**src/rtl/apb_ram_slave_pkg.sv**
```systemverilog
// Shared widths and FSM encoding for the APB RAM slave.
package apb_ram_pkg;

  localparam int ADDR_W_DEF = 32;
  localparam int DATA_W_DEF = 32;
  localparam int DEPTH_DEF  = 32;

  typedef enum logic [1:0] {
    IDLE   = 2'd0,
    SETUP  = 2'd1,
    ACCESS = 2'd2
  } state_e;

  localparam logic [1:0] ST_IDLE   = 2'd0;
  localparam logic [1:0] ST_SETUP  = 2'd1;
  localparam logic [1:0] ST_ACCESS = 2'd2;

endpackage

```
**src/rtl/apb_ram_slave.sv**
```systemverilog
// APB slave over a DEPTH x DATA_W register-file RAM; one wait state per transfer,
// out-of-range addresses complete with pslverr. All outputs registered.
module apb_ram_slave
  import apb_ram_pkg::*;
  #(
    parameter int ADDR_W = ADDR_W_DEF,
    parameter int DATA_W = DATA_W_DEF,
    parameter int DEPTH  = DEPTH_DEF
  ) (
    input  logic              pclk,
    input  logic              presetn,
    input  logic              psel,
    input  logic              penable,
    input  logic              pwrite,
    input  logic [ADDR_W-1:0] paddr,
    input  logic [DATA_W-1:0] pwdata,
    output logic [DATA_W-1:0] prdata,
    output logic              pready,
    output logic              pslverr
  );

  localparam int IDX_W = (DEPTH > 1) ? $clog2(DEPTH) : 1;

  logic [1:0]        state;
  logic [DATA_W-1:0] mem [DEPTH];
  logic [IDX_W-1:0]  idx;
  logic              addr_err;

  // Any bit above the index range, or an index past DEPTH, is an error.
  assign addr_err = (paddr >= ADDR_W'(DEPTH));
  assign idx      = paddr[IDX_W-1:0];

  // presetn is active-high despite its bus-style name.
  always_ff @(posedge pclk or posedge presetn) begin
    if (presetn) begin
      state   <= ST_IDLE;
      pready  <= 1'b0;
      pslverr <= 1'b0;
      prdata  <= '0;
      for (int i = 0; i < DEPTH; i++) begin
        mem[i] <= '0;
      end
    end else begin
      case (state)
        ST_IDLE: begin
          if (psel) begin
            state <= ST_SETUP;
          end
        end
        ST_SETUP: begin
          if (!psel) begin
            state <= ST_IDLE;
          end else if (penable) begin
            state  <= ST_ACCESS;
            pready <= 1'b1;
            if (addr_err) begin
              pslverr <= 1'b1;
              prdata  <= '0;
            end else if (pwrite) begin
              mem[idx] <= pwdata;
              prdata   <= '0;
            end else begin
              prdata <= mem[idx];
            end
          end
        end
        ST_ACCESS: begin
          pready  <= 1'b0;
          pslverr <= 1'b0;
          // psel held with penable low means the master is already in the next setup.
          state   <= (psel && !penable) ? ST_SETUP : ST_IDLE;
        end
        default: begin
          state <= ST_IDLE;
        end
      endcase
    end
  end

endmodule

```
**config.mk**
```make
export PLATFORM = sky130hd
export DESIGN_NAME = apb_ram_slave
export DESIGN_NICKNAME = d
export VERILOG_FILES = /design/src/rtl/apb_ram_slave_pkg.sv /design/src/rtl/apb_ram_slave.sv
export SDC_FILE = /design/constraint.sdc
export NUM_CORES = 2
export LEC_CHECK = 0
export ABC_AREA = 1
export CORE_UTILIZATION = 60
export CTS_CLUSTER_SIZE = 14
export DETAILED_ROUTE_END_ITERATION = 16
export PLACE_DENSITY = 0.82
export SYNTH_ARGS = -nofsm -noshare
export SYNTH_HDL_FRONTEND = slang
export SYNTH_SLANG_ARGS = --single-unit
```
**constraint.sdc**
```tcl
create_clock -name pclk -period 72.8 [get_ports pclk]
set_input_delay 14.56 -clock pclk [delete_from_list [all_inputs] [get_ports pclk]]
set_output_delay 14.56 -clock pclk [all_outputs]
set_load 0.02 [all_outputs]
```
==> results.cfg <==
[timing]
hold_viol_final = 0
worst_pin_slew_ps = 1420
setup_slack_ps = 53730
skew_ps = 29.8
rsz0062_at_grt = false
tns_ps = 0
post-route-period-util_pct = 26.2
relSlewSlack_pct = 4.76
slew_violations = 0
setup_viol = 0
fin_crit_ps = 19070
holdWs_ps = 479
max_freq_mhz = 52.4

[critical_path]
worstPathRequired_ps = 73430
cp.arrival_ps = 19700
worst_setup_path_end_kind = flop
crit_top_cell = nand2_1
ff2ff_path_depth = 10
cp-start-kind = primary input
cp_max_fo = 220
rrSetupSlack_ps = 67760
cp_cell_sequence = clkdlybuf4s50_1 > inv_1 > nand2_1 > nor2_1 > nand2_1 > nor2_1 > nand2_1 > nor2_4 > buf_4 > buf_12 > buf_4 > nand4_1 > nand2_1
worstSetupPathType = in -> reg
crit_path_top_delay_cell = buf_4
slowest_delay_ps = 950

[placed_design]
numPortBuffers = 102
gp_congestion = 0.831
dp_hpwl_um = 91400
dpl_worst_slack_ps = 53400

[floorplan]
chipWidth_um = 307
die_height_um = 307
initial_core_util_pct = 60.8
pin_count = 103
core_area_um2 = 92100
rows = 111
die_area_um2 = 94500

[cts]
cts_resized = 0
ctsLongestPathBuffers = 3
cts_made_buffers = 111
cts_tree = built
cts.sinks = 1060
clk_latency_ps = 720
clockRootBuffer = clkbuf_16
holdBufCountCts = 0
clk_pin_slew_worst_paths_ps = 60
cts_setup_buffers = 0
htreeDepth = 3

[cells_and_area]
drive_gt1_share_pct = 4.78
fin_nets = 7541
multi_input_area_um2 = 25900
area_delta_synth_final_pct = 7.36
fin_util_pct = 65.3
seq_area_um2 = 26500
fill_cells = 7774

[routing]
wire_per_inst_um = 21.3
vias = 55100
antenna_left = 0
viasPerCell = 6.25
routed_wl_um = 188000
drtIter0Drc = 8242
drtPass1Iterations = 6
drc = 0

[global_route]
gr-total-overflow = 0
grt_max_degree = 221
antenna_found_initial = 15
grt_pass1_vias = 52100
grt_pass1_wl_um = 295000
globalRouteTotalUtil_pct = 39.6

[synthesis]
synth_area_leaders = dfrtp_1, nand2_1, nand4_1
async_flop_share_pct = 100
syn_area_per_cell_um2 = 7.09
yosys_register_bits = 1060
ys.flop_type = dfrtp_1
yosysMostFrequentCell = nand2_1
yosys.area.top_type = dfrtp_1
netlist_instances = 7893
synth_area_um2 = 56000
seq_area_frac_synth_pct = 47.4
yosys_warnings = 0
synth-edff-count = 0
synth_nets = 7962
synth_commonest_cells = nand2_1, dfrtp_1, nand4_1
ys_types = 21
synth_top_cell_area_share_pct = 47.4

[job]
max_cap_viol_count = 0

[worst_hold_path]
holdCritPathClass = reg -> reg
hold_depth = 2

[power_and_ir_drop]
power_density_nw_per_um2 = 21.5
static-leakage-power_nw = 34.6
vdd_drop_max_v = 0.0000196
finalPower_mw = 1.29

[outcome]
status = completed
==> final cells by class <==
cell class	count	share of cell area, %
Antenna cell	14	0.0583
Clock buffer	150	5.28
Clock inverter	58	1.40
Inverter	29	0.231
Multi-Input combinational cell	6057	43.0
Sequential cell	1060	44.1
Tap cell	1243	2.59
Timing Repair Buffer	213	3.27
==> where the power goes <==
group          total (mW)  switching, mW  internal (mW)  leakage (nW)
combinational      0.0751         0.0665        0.00853          17.8
clock               0.627          0.253          0.373          1.98
sequential          0.590       0.000211          0.589          14.8
==> final timing paths <==
kind                             end      start
setup / recovery            mem[346]  paddr[30]
max in group asynchronous  mem[1023]    presetn
setup reg to reg            mem[346]   state[1]
hold reg to reg             mem[589]   mem[589]
min in group asynchronous   mem[508]    presetn
hold / removal              mem[589]   mem[589]
==> state kept, by name (all words and copies together) (netlist names) <==
name	cells
mem	1024
prdata	32
state	2
pready	1
pslverr	1
==> per-stage QoR <==
stage,cell area (um^2),std cells
after global routing,60100,8821
after detailed placement,56100,8602
after CTS,60100,8810
after floorplan,56000,7893
final,60100,8824
after global placement,56100,8602
==> worst max-delay path: cells and delay by family <==
family	cells	cell delay, ps
buffers and inverters	5	3030
AND/OR/NAND/NOR	8	1660
==> cells by family after synthesis <==
family	count (synthesis)	synth area share, %
buffers and inverters	776	6.70
AO/OA/AOI/OAI	4	0.0402
AND/OR/NAND/NOR	6053	45.9
flip-flops	1060	47.4
==> layout by cell type (no fill, tap or decap) <==
cell             netlist  final
o21ai_0                3      3
clkbuf_1             200     15
inv_1                 21     20
o31ai_1                1      1
nor2_1                88     88
buf_12                 0      8
inv_8                  0      4
nand4_2               22     10
clkbuf_16              0    112
buf_4                 47    103
nand2_1             4889   4889
inv_6                  0      4
nand3_1                2      2
bufinv_16              0     19
nor2_4                 4      6
nand4_4                9     21
inv_16                 0      1
diode_2                0     14
clkinv_2               0     26
clkdlybuf4s50_1        0    100
clkinv_4               0      2
nor3_1                10      1
nor3_2                 0      9
and2_1                 1      1
clkinvlp_4             0      5
dfrtp_1             1060   1060
nand4_1             1025   1025
inv_2                  8      5
clkbuf_8               0     23
buf_8                  0      2
clkinv_16              0      1
nand2_2                1      1
==> metal layers <==
layer / up-vias / wire length, um / track usage (%)
met5: - / 102 / 0
met3: 680 / 26900 / 10.9
met2: 4002 / 82400 / 59.6
met4: 10 / 9890 / 20.4
met1: 26000 / 68900 / 52.6
li1: 24500 / - / -
Power figures use the tool's default switching activity.
